[src/rtl/opcode_encoder.sv]
// opcode_encoder: encodes a 6502 mnemonic/mode/operand request into a handshaked
// little-endian instruction byte stream using the official NMOS opcode map.
module opcode_encoder (
    input  logic        i_clk,
    input  logic        i_rst_n,
    input  logic        i_valid,
    output logic        o_ready,
    input  logic [5:0]  i_mnem,
    input  logic [3:0]  i_mode,
    input  logic [15:0] i_operand,
    output logic [7:0]  o_byte,
    output logic        o_byte_valid,
    input  logic        i_byte_ready,
    output logic        o_first,
    output logic        o_last,
    output logic        o_err
);
    typedef enum logic [2:0] {IDLE, OPC, LO, HI, ERR} state_t;

    localparam logic [3:0] IMP = 4'd0, ACC = 4'd1, IMM = 4'd2, ZPG = 4'd3, ZPX = 4'd4, ZPY = 4'd5,
                           ABS = 4'd6, ABX = 4'd7, ABY = 4'd8, IND = 4'd9, XIN = 4'd10, INY = 4'd11,
                           REL = 4'd12;
    localparam logic [15:0] M_IMP = 16'h1 << IMP, M_ACC = 16'h1 << ACC, M_IMM = 16'h1 << IMM,
                            M_ZPG = 16'h1 << ZPG, M_ZPX = 16'h1 << ZPX, M_ZPY = 16'h1 << ZPY,
                            M_ABS = 16'h1 << ABS, M_ABX = 16'h1 << ABX, M_ABY = 16'h1 << ABY,
                            M_IND = 16'h1 << IND, M_XIN = 16'h1 << XIN, M_INY = 16'h1 << INY,
                            M_REL = 16'h1 << REL;
    localparam logic [15:0] M_G1 = M_IMM | M_ZPG | M_ZPX | M_ABS | M_ABX | M_ABY | M_XIN | M_INY;
    localparam logic [15:0] M_SH = M_ACC | M_ZPG | M_ZPX | M_ABS | M_ABX;
    localparam logic [15:0] M_ID = M_ZPG | M_ZPX | M_ABS | M_ABX;
    localparam logic [1:0]  K_FIX = 2'd0, K_G1 = 2'd1, K_G2 = 2'd2;

    // Returns {legal, opcode}; grouped opcodes are base | bbb<<2 with bbb picked by mode.
    function automatic logic [8:0] lookup(input logic [5:0] m, input logic [3:0] md);
        logic [1:0]  kind;
        logic [7:0]  base;
        logic [15:0] msk;
        logic [2:0]  b1, b2;
        {kind, base, msk} = {K_FIX, 8'h00, 16'h0000};
        case (m)
            6'd0:  {kind, base, msk} = {K_G1, 8'h61, M_G1};
            6'd1:  {kind, base, msk} = {K_G1, 8'h21, M_G1};
            6'd2:  {kind, base, msk} = {K_G2, 8'h02, M_SH};
            6'd3:  {kind, base, msk} = {K_FIX, 8'h90, M_REL};
            6'd4:  {kind, base, msk} = {K_FIX, 8'hB0, M_REL};
            6'd5:  {kind, base, msk} = {K_FIX, 8'hF0, M_REL};
            6'd6:  {kind, base, msk} = {K_G2, 8'h20, M_ZPG | M_ABS};
            6'd7:  {kind, base, msk} = {K_FIX, 8'h30, M_REL};
            6'd8:  {kind, base, msk} = {K_FIX, 8'hD0, M_REL};
            6'd9:  {kind, base, msk} = {K_FIX, 8'h10, M_REL};
            6'd10: {kind, base, msk} = {K_FIX, 8'h00, M_IMP};
            6'd11: {kind, base, msk} = {K_FIX, 8'h50, M_REL};
            6'd12: {kind, base, msk} = {K_FIX, 8'h70, M_REL};
            6'd13: {kind, base, msk} = {K_FIX, 8'h18, M_IMP};
            6'd14: {kind, base, msk} = {K_FIX, 8'hD8, M_IMP};
            6'd15: {kind, base, msk} = {K_FIX, 8'h58, M_IMP};
            6'd16: {kind, base, msk} = {K_FIX, 8'hB8, M_IMP};
            6'd17: {kind, base, msk} = {K_G1, 8'hC1, M_G1};
            6'd18: {kind, base, msk} = {K_G2, 8'hE0, M_IMM | M_ZPG | M_ABS};
            6'd19: {kind, base, msk} = {K_G2, 8'hC0, M_IMM | M_ZPG | M_ABS};
            6'd20: {kind, base, msk} = {K_G2, 8'hC2, M_ID};
            6'd21: {kind, base, msk} = {K_FIX, 8'hCA, M_IMP};
            6'd22: {kind, base, msk} = {K_FIX, 8'h88, M_IMP};
            6'd23: {kind, base, msk} = {K_G1, 8'h41, M_G1};
            6'd24: {kind, base, msk} = {K_G2, 8'hE2, M_ID};
            6'd25: {kind, base, msk} = {K_FIX, 8'hE8, M_IMP};
            6'd26: {kind, base, msk} = {K_FIX, 8'hC8, M_IMP};
            6'd27: {kind, base, msk} = {K_FIX, md == IND ? 8'h6C : 8'h4C, M_ABS | M_IND};
            6'd28: {kind, base, msk} = {K_FIX, 8'h20, M_ABS};
            6'd29: {kind, base, msk} = {K_G1, 8'hA1, M_G1};
            6'd30: {kind, base, msk} = {K_G2, 8'hA2, M_IMM | M_ZPG | M_ZPY | M_ABS | M_ABY};
            6'd31: {kind, base, msk} = {K_G2, 8'hA0, M_IMM | M_ZPG | M_ZPX | M_ABS | M_ABX};
            6'd32: {kind, base, msk} = {K_G2, 8'h42, M_SH};
            6'd33: {kind, base, msk} = {K_FIX, 8'hEA, M_IMP};
            6'd34: {kind, base, msk} = {K_G1, 8'h01, M_G1};
            6'd35: {kind, base, msk} = {K_FIX, 8'h48, M_IMP};
            6'd36: {kind, base, msk} = {K_FIX, 8'h08, M_IMP};
            6'd37: {kind, base, msk} = {K_FIX, 8'h68, M_IMP};
            6'd38: {kind, base, msk} = {K_FIX, 8'h28, M_IMP};
            6'd39: {kind, base, msk} = {K_G2, 8'h22, M_SH};
            6'd40: {kind, base, msk} = {K_G2, 8'h62, M_SH};
            6'd41: {kind, base, msk} = {K_FIX, 8'h40, M_IMP};
            6'd42: {kind, base, msk} = {K_FIX, 8'h60, M_IMP};
            6'd43: {kind, base, msk} = {K_G1, 8'hE1, M_G1};
            6'd44: {kind, base, msk} = {K_FIX, 8'h38, M_IMP};
            6'd45: {kind, base, msk} = {K_FIX, 8'hF8, M_IMP};
            6'd46: {kind, base, msk} = {K_FIX, 8'h78, M_IMP};
            6'd47: {kind, base, msk} = {K_G1, 8'h81, M_G1 & ~M_IMM};
            6'd48: {kind, base, msk} = {K_G2, 8'h82, M_ZPG | M_ZPY | M_ABS};
            6'd49: {kind, base, msk} = {K_G2, 8'h80, M_ZPG | M_ZPX | M_ABS};
            6'd50: {kind, base, msk} = {K_FIX, 8'hAA, M_IMP};
            6'd51: {kind, base, msk} = {K_FIX, 8'hA8, M_IMP};
            6'd52: {kind, base, msk} = {K_FIX, 8'hBA, M_IMP};
            6'd53: {kind, base, msk} = {K_FIX, 8'h8A, M_IMP};
            6'd54: {kind, base, msk} = {K_FIX, 8'h9A, M_IMP};
            6'd55: {kind, base, msk} = {K_FIX, 8'h98, M_IMP};
            default: {kind, base, msk} = {K_FIX, 8'h00, 16'h0000};
        endcase
        b1 = 3'd0;
        case (md)
            XIN: b1 = 3'd0;
            ZPG: b1 = 3'd1;
            IMM: b1 = 3'd2;
            ABS: b1 = 3'd3;
            INY: b1 = 3'd4;
            ZPX: b1 = 3'd5;
            ABY: b1 = 3'd6;
            ABX: b1 = 3'd7;
            default: b1 = 3'd0;
        endcase
        b2 = 3'd0;
        case (md)
            IMM: b2 = 3'd0;
            ZPG: b2 = 3'd1;
            ACC: b2 = 3'd2;
            ABS: b2 = 3'd3;
            ZPX, ZPY: b2 = 3'd5;
            ABX, ABY: b2 = 3'd7;
            default: b2 = 3'd0;
        endcase
        return {msk[md], kind == K_G1 ? base | {3'b000, b1, 2'b00} :
                         kind == K_G2 ? base | {3'b000, b2, 2'b00} : base};
    endfunction

    state_t      state_q, state_d;
    logic        rdy_q;
    logic [7:0]  op_q, op_d;
    logic [1:0]  len_q, len_d;
    logic [15:0] opnd_q, opnd_d;
    logic [8:0]  lkp;
    logic [1:0]  len;
    logic        hs;

    assign lkp = lookup(i_mnem, i_mode);
    assign len = (i_mnem == 6'd10) ? 2'd2 :
                 (i_mode == IMP || i_mode == ACC) ? 2'd1 :
                 (i_mode == ABS || i_mode == ABX || i_mode == ABY || i_mode == IND) ? 2'd3 : 2'd2;

    assign o_ready      = rdy_q && state_q == IDLE;
    assign o_byte_valid = state_q == OPC || state_q == LO || state_q == HI;
    assign o_byte       = state_q == OPC ? op_q : state_q == LO ? opnd_q[7:0] :
                          state_q == HI ? opnd_q[15:8] : 8'h00;
    assign o_first      = state_q == OPC;
    assign o_last       = (state_q == OPC && len_q == 2'd1) || (state_q == LO && len_q == 2'd2) ||
                          state_q == HI;
    assign o_err        = state_q == ERR;
    assign hs           = o_byte_valid && i_byte_ready;

    always_ff @(posedge i_clk or negedge i_rst_n) begin
        if (!i_rst_n) begin
            state_q <= IDLE;
            rdy_q   <= 1'b0;
            op_q    <= 8'h00;
            len_q   <= 2'd0;
            opnd_q  <= 16'h0000;
        end else begin
            state_q <= state_d;
            rdy_q   <= 1'b1;
            op_q    <= op_d;
            len_q   <= len_d;
            opnd_q  <= opnd_d;
        end
    end

    always_comb begin
        state_d = state_q;
        op_d    = op_q;
        len_d   = len_q;
        opnd_d  = opnd_q;
        case (state_q)
            IDLE: if (i_valid && o_ready) begin
                state_d = lkp[8] ? OPC : ERR;
                op_d    = lkp[7:0];
                len_d   = len;
                opnd_d  = i_operand;
            end
            OPC: if (hs) state_d = len_q == 2'd1 ? IDLE : LO;
            LO:  if (hs) state_d = len_q == 2'd3 ? HI : IDLE;
            HI:  if (hs) state_d = IDLE;
            default: state_d = IDLE;
        endcase
    end
endmodule

[config.mk]
export PLATFORM = sky130hd
export DESIGN_NAME = opcode_encoder
export DESIGN_NICKNAME = d
export VERILOG_FILES = /design/src/rtl/opcode_encoder.sv
export SDC_FILE = /design/constraint.sdc
export NUM_CORES = 1
export LEC_CHECK = 0
export BUFFER_PORTS_ARGS = -buffer_cell sky130_fd_sc_hd__buf_2
export CAP_MARGIN = 10
export CORE_ASPECT_RATIO = 1.4
export CORE_MARGIN = 3
export CORE_UTILIZATION = 28
export CTS_BUF_LIST = sky130_fd_sc_hd__clkbuf_4
export CTS_CLUSTER_SIZE = 14
export DETAILED_ROUTE_END_ITERATION = 7
export PLACE_DENSITY = 0.44
export SKIP_LAST_GASP = 1
export SYNTH_ARGS = -nofsm -noshare
export SYNTH_HDL_FRONTEND = slang
export SYNTH_SLANG_ARGS = --single-unit
[constraint.sdc]
create_clock -name i_clk -period 2.7 [get_ports i_clk]
set_clock_uncertainty 0.1 [all_clocks]
set_input_delay 0.675 -clock i_clk [delete_from_list [all_inputs] [get_ports i_clk]]
set_output_delay 0.675 -clock i_clk [all_outputs]
set_load 0.05 [all_outputs]
Word level (Yosys, flattened, before mapping) --
Memory sizes are Yosys's and may differ from the RTL's. Index checks and enable logic that the tools add are counted. W data, S select, Z words.
Cells by class: add/subtract/negate cells 0, multiply operators 0, divide/modulo/power cells 0, order comparisons 1, equal/unequal tests 73, shift-type cells 0, multiplexer cells 22, bitwise operators 2, reduce and logical (&&, ||, !) cells 27
Operators with widths (number):
- $pmux W8 S54 | 1
- $pmux W13 S14 | 1
- $eq A6 B6 Y1 const B | 24
- $eq A6 B5 Y1 const B | 16
- $eq A6 B4 Y1 const B | 8
- $mux W8 | 5
- $reduce_or A25 Y1 | 1
- $eq A6 B3 Y1 const B | 4
- $or A8 B5 Y8 | 2
- $reduce_or A8 Y1 | 2
- $mux W3 | 5
- $reduce_or A13 Y1 | 1
- $eq A6 B2 Y1 const B | 2
- $pmux W3 S4 | 1
- $eq A4 B3 Y1 const B | 2
- $eq A4 B4 Y1 const B | 2
- $logic_or A1 B1 Y1 | 8
- $mux W2 | 4
- $reduce_or A7 Y1 | 1
- $eq A2 B2 Y1 const B | 3
- $eq A3 B2 Y1 const B | 2
- $eq A6 B1 Y1 const B | 1
- $logic_not A6 Y1 | 1
- $mux W6 | 1
- 17 further kinds | 27
Storage, ports and cells: register bits 30, bits in latches 0, memory bits (writable) 0, memory bits (read-only) 96, output and inout bits 13, memories kept 2
Memory list:
- (name not given) | words 16, bits a word 3, read ports 1, clocked after Yosys merged registers in 0, write ports 0, line 100 | case (md)
- (name not given) | words 16, bits a word 3, read ports 1, clocked after Yosys merged registers in 0, write ports 0, line 112 | case (md)

Longest topological paths before layout --
Gate-level depths: netlist (run 1).
depth after elaboration 8, depth in mapped cells 9, mapped depth without buffers 7

Worst setup path before layout (run 1) --
No wires, ideal clock.
path type register to output, start point reg state_q[0], end point out o_byte[2], arrival time 1.767 ns, path slack 0.158 ns, cell stages (with the launch flop) 6, buffers on the path 2, path through dfrtp_1 -> clkbuf_1 -> clkbuf_1 -> mux2_2 -> a22oi_1 -> nor2_1
Between the ends: longest elaborated chain between the ends 4
RTL lines:
- from (decl) | line 125 | state_t state_q, state_d;
- from (signal assigned) | line 157 | state_q <= state_d;
- $eq A3 B2 Y1 | line 142 | state_q == HI ? opnd_q[15:8] : 8'h00;
- $mux W8 | line 142
- $mux W8 | line 141 | assign o_byte = state_q == OPC ? op_q : state_q == LO ? opnd_q[7:0] :
- $mux W8 (*) | line 141
- to (decl) | line 11 | output logic [7:0] o_byte,
Every way passes the cells marked *; elsewhere a longest branch is shown, timed or not.

Worst setup path after layout (run 1) --
start point reg state_q[0], end point out o_byte[5]
The elaborated chain is that of the path after synthesis.

==> impl_metrics.ini, run 1 <==
[setup_path]
worstSetupPathType = reg2out
cp-start-kind = flip-flop
critPathBufInv = 2
timing.rr.end = op_q[0]$_DFFE_PN0P_
reg2reg_from = state_q[2]$_DFFE_PN0P_
cp_max_fo = 15
worstPathArrival_ps = 1730
crit_chain = buf_4 > mux2_2 > a22oi_1 > nor2_1 > buf_2
reg2reg_slack_ps = 690
slowest_stage = mux2_2
max_stage_delay_ps = 360
crit_family = buffers and inverters
crit_path_end_kind = output port
r2r_cells = 3
cp.required_ps = 1920

[min_path]
hold_path_class = in2async

[final_layout]
layout-drive-gt1-share_pct = 23.1
final_core_util_pct = 33.4
area.growth.synth_to_final_pct = 16.1
layout_commonest_cell = nand2_1
antennaDiodeCount = 0
layout_common_cells = nand2_1, buf_2, nor2_1, buf_4, dfrtp_1
finalNetCount = 483

[grt]
grt_pass1_wl_mm = 16.6
grtUsageMet1_pct = 21.1
grt_max_degree = 31
track_usage_pct = 17.3
overflow = 0
grt_util_met3_pct = 1.87
top_usage_layer = met2
grt_pass1_vias = 3134
met2_usage_pct = 30.1
grt_antenna_before_repair = 0

[cts]
clk_latency_ps = 340
numCtsBuffers = 5
clk_pin_slew_ps = 100
root_buffer = clkbuf_4
clock-sinks = 30
cts.htree.levels = 2
hold_buffers = 0
post_cts_buffers = 0
cts_tree = built
cts-resized-gates = 0
clk_path_buf_depth = 2

[sta]
hold_slack_ps = 247
slew-limit-headroom_pct = 55.3
final.period_utilization_pct = 92.7
finalSetupViolCount = 0
tightest_slew_ps = 670
period_needed_ps = 2500
final_hold_viol_count = 0
final_max_slew_viol_count = 0
rsz0062_at_grt = false
fmax_mhz = 400

[placed_design]
hpwl_mm = 7.65
io_buffer_count = 42
gp_congestion = 0.929

[synthesis]
avgSynthCellArea_sq_um = 7.37
synth_top_area_share_pct = 24.9
synthCells = 409
syn-cell-area_sq_um = 3010
ys_types = 68
yosys.area.top_type = dfrtp_1
syn_nets = 443
seq_area_frac_synth_pct = 24.9
synthFlopType = dfrtp_1
synth_edf_count = 0
netlist_top_cells_area = dfrtp_1, nand2_1, nor2_1
yosysWarnings = 0
ys_seq_elements = 30
async_flop_share_pct = 100

[die]
die_w_um = 93.7
die_h_um = 129
core-area_sq_um = 10500
num_rows = 44
dieArea_sq_um = 12100
ios = 43
initial_utilization_pct = 28.8

[detailed_routing]
drt_iter0_markers = 197
vias_per_cell = 5.50
ant_nets = 0
remaining_drc_errors = 0
routed_wl_mm = 10.2
wl_per_cell_um = 17.3
dr.pass1.iters = 4
vias = 3234

[power]
p_per_area_nw_per_um2 = 577
power_mw = 2.02
vdd_drop_max_v = 0.000161
leakagePower_nw = 1.53

[flow_run]
maxCapViolCount = 0

[outcome]
status = completed
-- synth_stat cells, types with 5 or more instances --
master / instances
a21oi_1: 20
a22oi_1: 12
a32oi_1: 6
buf_2: 21
clkbuf_1: 13
dfrtp_1: 30
mux2_2: 10
nand2_1: 75
nand2b_1: 13
nand3_1: 6
nor2_1: 34
nor2b_1: 13
nor3_1: 5
o211ai_1: 7
o21ai_0: 23
o21ai_1: 5
o22ai_1: 8
o32ai_1: 5
-- worst reg2reg max path, delay by kind of cell, from the launching register on --
kind	cells	cell delay (ps)
simple gates	2	850
mux	1	380
flops	1	570
-- final cells by class --
| cell class | count | area (sq um) |
|---|---|---|
| timing repair buffer | 75 | 483 |
| multi-input combinational | 330 | 2010 |
| fill | 1164 | 6960 |
| inverter | 7 | 26.3 |
| tap | 138 | 173 |
| sequential | 30 | 751 |
| clock buffer | 5 | 37.5 |
| clock inverter | 3 | 16.3 |
-- logic make-up (layout without fill, tap and decap cells) --
| logic type | after synthesis | after routing | synth area share [%] |
|---|---|---|---|
| DFF | 30 | 30 | 24.9 |
| xor gates and xnor gates | 6 | 6 | 1.74 |
| buffers and inverters | 49 | 90 | 8.34 |
| and+or+nand+nor | 176 | 176 | 28.0 |
| AOI/OAI and AO/OA | 129 | 129 | 30.1 |
| adders and majority gates | 5 | 5 | 1.99 |
| muxes | 13 | 13 | 4.73 |
| other | 1 | 1 | 0.124 |
-- flip-flops by register name, summed over array words and instances (netlist names) --
name / count
rdy_q: 1
opnd_q: 16
state_q: 3
len_q: 2
op_q: 8
-- metrics by stage --
step                      setup TNS, ps  instances  cell area (sq um)  worst slack (ps)
after floorplan                       0        409               3010               158
after global placement                0        580               3440              48.8
after detailed placement          -26.2        580               3440             -26.2
after CTS                             0        588               3500               171
after global routing                  0        588               3500              64.4
final                                 0        588               3500               198
-- worst max path at each step --
stage                           start                   to  cells past startpoint  slack, ps
4_1_cts        state_q[0]$_DFFE_PN0P_            o_byte[6]                      5        170
3_3_place_gp                i_mnem[1]  op_q[4]$_DFFE_PN0P_                      7         50
6_report       state_q[0]$_DFFE_PN0P_            o_byte[5]                      5        200
2_1_floorplan  state_q[0]$_DFFE_PN0P_            o_byte[2]                      5        160
3_5_place_dp                i_mnem[1]  op_q[4]$_DFFE_PN0P_                      7        -30
5_1_grt        state_q[0]$_DFFE_PN0P_            o_byte[5]                      5         60
-- layer usage --
metal	vias to the layer above	share of wire (%)	wire [um]
li1	1560	-	-
met1	1524	41	4180
met2	123	50	5070
met3	27	4.7	483
met4	0	4.4	443
met5	-	0	0
-- report_power, final --
| part | switching [mW] | leakage [nW] | internal (mW) |
|---|---|---|---|
| Sequential | 0.111 | 0.374 | 0.630 |
| Clock | 0.165 | 0.0286 | 0.0965 |
| Combinational | 0.639 | 1.12 | 0.376 |
No activity file was read; power rests on OpenSTA's default activity.
==> run 2: changes to the inputs <==
--- a/config.mk
+++ b/config.mk
@@ -8,11 +8,12 @@
 export BUFFER_PORTS_ARGS = -buffer_cell sky130_fd_sc_hd__buf_2
 export CAP_MARGIN = 10
 export CORE_ASPECT_RATIO = 1.4
-export CORE_MARGIN = 3
+export CORE_MARGIN = 10
 export CORE_UTILIZATION = 28
 export CTS_BUF_LIST = sky130_fd_sc_hd__clkbuf_4
 export CTS_CLUSTER_SIZE = 14
 export DETAILED_ROUTE_END_ITERATION = 7
+export GPL_TIMING_DRIVEN = 0
 export PLACE_DENSITY = 0.44
 export SKIP_LAST_GASP = 1
 export SYNTH_ARGS = -nofsm -noshare
==> impl_metrics.ini, run 2 (synthesized netlist as in run 1, its figures left out) <==
[outcome]
status = completed

[sta]
rsz0062_at_grt = false
fmax_mhz = 386
tightest_slew_ps = 678
slew-limit-headroom_pct = 54.8
fin_setup_tns_ps = 0
period_needed_ps = 2590
finalSetupViolCount = 0
setup_ws_ps = 109
final_hold_viol_count = 0
final.period_utilization_pct = 96.0
final_max_slew_viol_count = 0

[die]
num_rows = 44
ios = 43
initial_utilization_pct = 28.8
dieArea_sq_um = 15400
die_h_um = 143
die_w_um = 108
core-area_sq_um = 10500

[cts]
clk_path_buf_depth = 2
clk_pin_slew_ps = 100
clock-sinks = 30
cts_tree = built
numCtsBuffers = 5
root_buffer = clkbuf_4
clk_latency_ps = 340
cts.htree.levels = 2
hold_buffers = 0

[final_layout]
largest_reg_flops = 16
fin_cells = 595
layout_common_cells = nand2_1, buf_2, nor2_1, dfrtp_1, o21ai_0
antennaDiodeCount = 0
largest-register = opnd_q
multi_input_area_sq_um = 2010
largest_registers = opnd_q (16), op_q (8), state_q (3)
final_core_util_pct = 33.3
layout_commonest_cell = nand2_1
area.growth.synth_to_final_pct = 15.4
fill_cells = 1194
finalNetCount = 490
layout-drive-gt1-share_pct = 22.3
seq_area_sq_um = 752

[grt]
grt_pass1_vias = 3312
grt_max_degree = 31
track_usage_pct = 14.8
overflow = 0
grt_antenna_before_repair = 0
grt_pass1_wl_mm = 18.1

[detailed_routing]
vias_per_cell = 5.63
wl_per_cell_um = 19.5
dr.pass1.iters = 5
ant_nets = 0
vias = 3348
drt_iter0_markers = 302
remaining_drc_errors = 0
routed_wl_mm = 11.6

[power]
leakagePower_nw = 1.52
p_per_area_nw_per_um2 = 613
swShare_pct = 44.3
power_mw = 2.13
combPwrFrac_pct = 48.2
internal_power_mw = 1.19
p_sw_uw = 945
p_seq_share_pct = 35.0
vdd_drop_max_v = 0.000178
clkPwrFrac_pct = 16.8

[setup_path]
cp.required_ps = 1920
cp-start-kind = flip-flop
cp_max_fo = 10
critPathBufInv = 2
worstSetupPathType = reg2out
crit_family = buffers and inverters
max_stage_delay_ps = 430
crit_chain = clkbuf_4 > mux2_2 > a22oi_1 > nor2_1 > buf_2
worstPathArrival_ps = 1820
crit_path_end_kind = output port
slowest_stage = dfrtp_2

[placed_design]
pre_cts_slack_ps = -65.0
placedCellCount = 585
gp_congestion = 0.975
io_buffer_count = 38
hpwl_mm = 8.96

[flow_run]
maxCapViolCount = 0

[min_path]
hold_path_class = in2async
==> run 2: changes by cell type in the layout (fill, tap and decap cells not counted), moves of 2 or more <==
cell,before,now
buf_12,2,0
buf_6,0,4
buf_2,42,59
buf_4,31,6
clkbuf_1,0,10
==> run 2: routing by layer <==
metal  share of wire (%)  global-route usage (%)
met4                 5.0                    7.90
met2                  49                    26.3
met1                  39                    16.4
met3                 6.8                    2.12
met5                   0                       0
==> run 2: final cells by class <==
class | count | share of cell area (%)
multi-input combinational | 330 | 57.8
sequential | 30 | 21.6
buffer | 41 | 6.51
timing repair buffer | 41 | 6.11
tap | 138 | 4.96
clock inverter | 3 | 1.15
clock buffer | 5 | 1.08
inverter | 7 | 0.755
==> run 2: final timing paths <==
path / from / endpoint / slack (ps) / depth (start not counted)
hold reg to reg: opnd_q[1]$_DFFE_PN0P_ / opnd_q[1]$_DFFE_PN0P_ / 390 / 2
min in group i_clk: opnd_q[1]$_DFFE_PN0P_ / opnd_q[1]$_DFFE_PN0P_ / 390 / 2
setup / recovery: state_q[0]$_DFFE_PN0P_ / o_byte[6] / 110 / 5
setup reg to reg: state_q[0]$_DFFE_PN0P_ / op_q[6]$_DFFE_PN0P_ / 450 / 6
hold / removal: i_rst_n / opnd_q[3]$_DFFE_PN0P_ / 260 / 1
max in group asynchronous: i_rst_n / state_q[0]$_DFFE_PN0P_ / 1750 / 1
==> run 2: timing repair <==
item / CTS / global route
gates resized for setup: 4 / 0
pin swaps: 0 / 0
buffers inserted: 0 / 3
setup endpoints to repair: 12 / 4
==> run 2: power by group through the flow <==
stage	registers (mW)	clock network, mW	logic [mW]
after floorplan	0.713	0	0.763
after global placement	0.746	0	1.01
after detailed placement	0.748	0	1.02
after CTS	0.748	0.371	1.01
after global routing	0.775	0.385	1.13
final	0.746	0.359	1.03
==> run 2: per-stage QoR <==
step	area [sq um]	hold WS [ps]
3_3_place_gp	3380	353
6_report	3480	256
3_5_place_dp	3380	364
2_1_floorplan	3010	279
4_1_cts	3460	268
5_1_grt	3480	294
==> run 3: changes to the inputs <==
==> config.mk (replaced) <==
export PLATFORM = sky130hd
export DESIGN_NAME = opcode_encoder
export DESIGN_NICKNAME = d
export VERILOG_FILES = /design/src/rtl/opcode_encoder.sv
export SDC_FILE = /design/constraint.sdc
export NUM_CORES = 1
export LEC_CHECK = 0
export CAP_MARGIN = 10
export CORE_ASPECT_RATIO = 1.4
export CORE_MARGIN = 10
export CORE_UTILIZATION = 28
export CTS_BUF_LIST = sky130_fd_sc_hd__clkbuf_4
export CTS_CLUSTER_SIZE = 14
export DETAILED_ROUTE_END_ITERATION = 7
export DONT_BUFFER_PORTS = 1
export GPL_TIMING_DRIVEN = 0
export MAX_ROUTING_LAYER = met4
export PLACE_DENSITY = 0.4
export SKIP_LAST_GASP = 1
export SYNTH_ARGS = -nofsm -noshare
export SYNTH_HDL_FRONTEND = slang
export SYNTH_SLANG_ARGS = --single-unit
export TNS_END_PERCENT = 50
==> impl_metrics.ini, run 3 (synthesized netlist as in run 1, its figures left out) <==
[outcome]
status = completed

[power]
p_seq_share_pct = 37.0
internal_power_mw = 1.08
power_mw = 2.03
p_sw_uw = 953
vdd_drop_max_v = 0.000127
combPwrFrac_pct = 50.0
swShare_pct = 46.9
p_per_area_nw_per_um2 = 604
clkPwrFrac_pct = 13.0
leakagePower_nw = 1.35

[sta]
final_hold_viol_count = 0
setup_ws_ps = 74.5
period_needed_ps = 2630
slew-limit-headroom_pct = 51.9
tightest_slew_ps = 720
finalSetupViolCount = 0
final.period_utilization_pct = 97.2
rsz0062_at_grt = true
final_max_slew_viol_count = 0
fmax_mhz = 381

[cts]
clk_path_buf_depth = 2
cts_tree = built
clock-sinks = 30
clk_latency_ps = 340
numCtsBuffers = 5
clk_pin_slew_ps = 90
root_buffer = clkbuf_4
cts.htree.levels = 2

[grt]
overflow = 0
met2_usage_pct = 24.8
track_usage_pct = 15.1
top_usage_layer = met2
grt_antenna_before_repair = 1
grtUsageMet1_pct = 16.5
grt_max_degree = 31
grt_pass1_vias = 3062
grt_util_met3_pct = 2.43
grt_pass1_wl_mm = 17.7

[final_layout]
area.growth.synth_to_final_pct = 11.7
layout_commonest_cell = nand2_1
layout_common_cells = nand2_1, dfrtp_1, nor2_1, o21ai_0, buf_2
largest_reg_flops = 16
largest_registers = opnd_q (16), op_q (8), state_q (3)
layout-drive-gt1-share_pct = 18.1
finalNetCount = 452
largest-register = opnd_q

[detailed_routing]
ant_nets = 0
vias_per_cell = 5.72
routed_wl_mm = 11.6
vias = 3191
remaining_drc_errors = 0
dr.pass1.iters = 5
wl_per_cell_um = 20.8
drt_iter0_markers = 220

[setup_path]
r2r_cells = 6
cp-start-kind = flip-flop
reg2reg_slack_ps = 540
worstSetupPathType = reg2out
slowest_stage = dfrtp_2
reg2reg_from = state_q[2]$_DFFE_PN0P_
cp_max_fo = 10
worstPathArrival_ps = 1850
crit_path_end_kind = output port
timing.rr.end = op_q[6]$_DFFE_PN0P_
crit_chain = clkbuf_4 > mux2_2 > a22oi_1 > nor2_4
max_stage_delay_ps = 460
cp.required_ps = 1920

[die]
core-area_sq_um = 10500
num_rows = 44
die_w_um = 108
initial_utilization_pct = 28.8
dieArea_sq_um = 15400
ios = 43
die_h_um = 143

[placed_design]
pre_cts_slack_ps = -314
io_buffer_count = 0
hpwl_mm = 8.91
gp_congestion = 0.967

[min_path]
hold_path_class = in2async

[flow_run]
maxCapViolCount = 0
[run 3: changes by cell type in the layout (fill, tap and decap cells not counted), moves of 2 or more]
| cell | delta |
|---|---|
| nor2_1 | -9 |
| buf_4 | -2 |
| clkbuf_2 | +2 |
| clkbuf_1 | -2 |
| nor2_4 | +8 |
| buf_2 | -38 |
[run 3: how the worst max path moves through the flow]
stage                           startpoint                  end  slack, ps  cells after the start
detailed placement  state_q[0]$_DFFE_PN0P_            o_byte[6]       -310                      5
CTS                 state_q[0]$_DFFE_PN0P_            o_byte[6]         40                      4
floorplan           state_q[0]$_DFFE_PN0P_            o_byte[2]        160                      5
finish              state_q[0]$_DFFE_PN0P_            o_byte[6]         70                      4
global placement    state_q[0]$_DFFE_PN0P_  op_q[6]$_DFFE_PN0P_       -340                      6
global route        state_q[0]$_DFFE_PN0P_            o_byte[6]         -4                      4
[run 3: worst max-delay path, delay by kind of cell, from the launching register on]
kind                   cells  cell delay [ps]
DFF                        1              460
muxes                      1              360
AOI/OAI and AO/OA          1              280
buffers and inverters      1              260
and+or+nand+nor            1              140
[run 3: layout make-up]
class / instances / area [sq um]
Fill cell: 1142 / 7090
Multi-Input combinational cell: 330 / 2100
Sequential cell: 30 / 752
Buffer: 41 / 229
Tap cell: 138 / 173
Clock buffer: 6 / 45.0
Timing Repair Buffer: 3 / 31.3
Inverter: 7 / 26.3
Clock inverter: 2 / 8.76
Antenna cell: 1 / 2.50
[run 3: per-layer routing]
layer / wire (um) / vias up
met5: 0 / -
met1: 4480 / 1495
met3: 733 / 39
met4: 654 / 0
li1: - / 1495
met2: 5720 / 162
[run 3: what timing repair did]
action,CTS,global route
setup buffers,0,0
setup endpoints to repair,12,4
hold buffers,1,0
pin swaps,0,0
hold endpoints to repair,30,0
gates resized for setup,26,3
[run 3: per-stage QoR]
step	util (%)	hold WS (ps)	setup TNS (ps)	instance area, sq um	std cells
6_report	32.2	50.4	0	3370	558
5_1_grt	32.2	30.7	-5.59	3370	558
4_1_cts	32.1	38.1	0	3360	557
3_5_place_dp	30.6	281	-2490	3200	549
3_3_place_gp	30.5	280	-6840	3190	547
2_1_floorplan	-	279	0	3010	409
[run 3: power groups by stage]
| stage | clock [mW] | combinational (mW) | sequential, mW |
|---|---|---|---|
| floorplan | 0 | 0.763 | 0.713 |
| global placement | 0 | 0.947 | 0.746 |
| detailed placement | 0 | 0.955 | 0.749 |
| CTS | 0.286 | 1.02 | 0.752 |
| global route | 0.300 | 1.10 | 0.777 |
| finish | 0.264 | 1.02 | 0.752 |
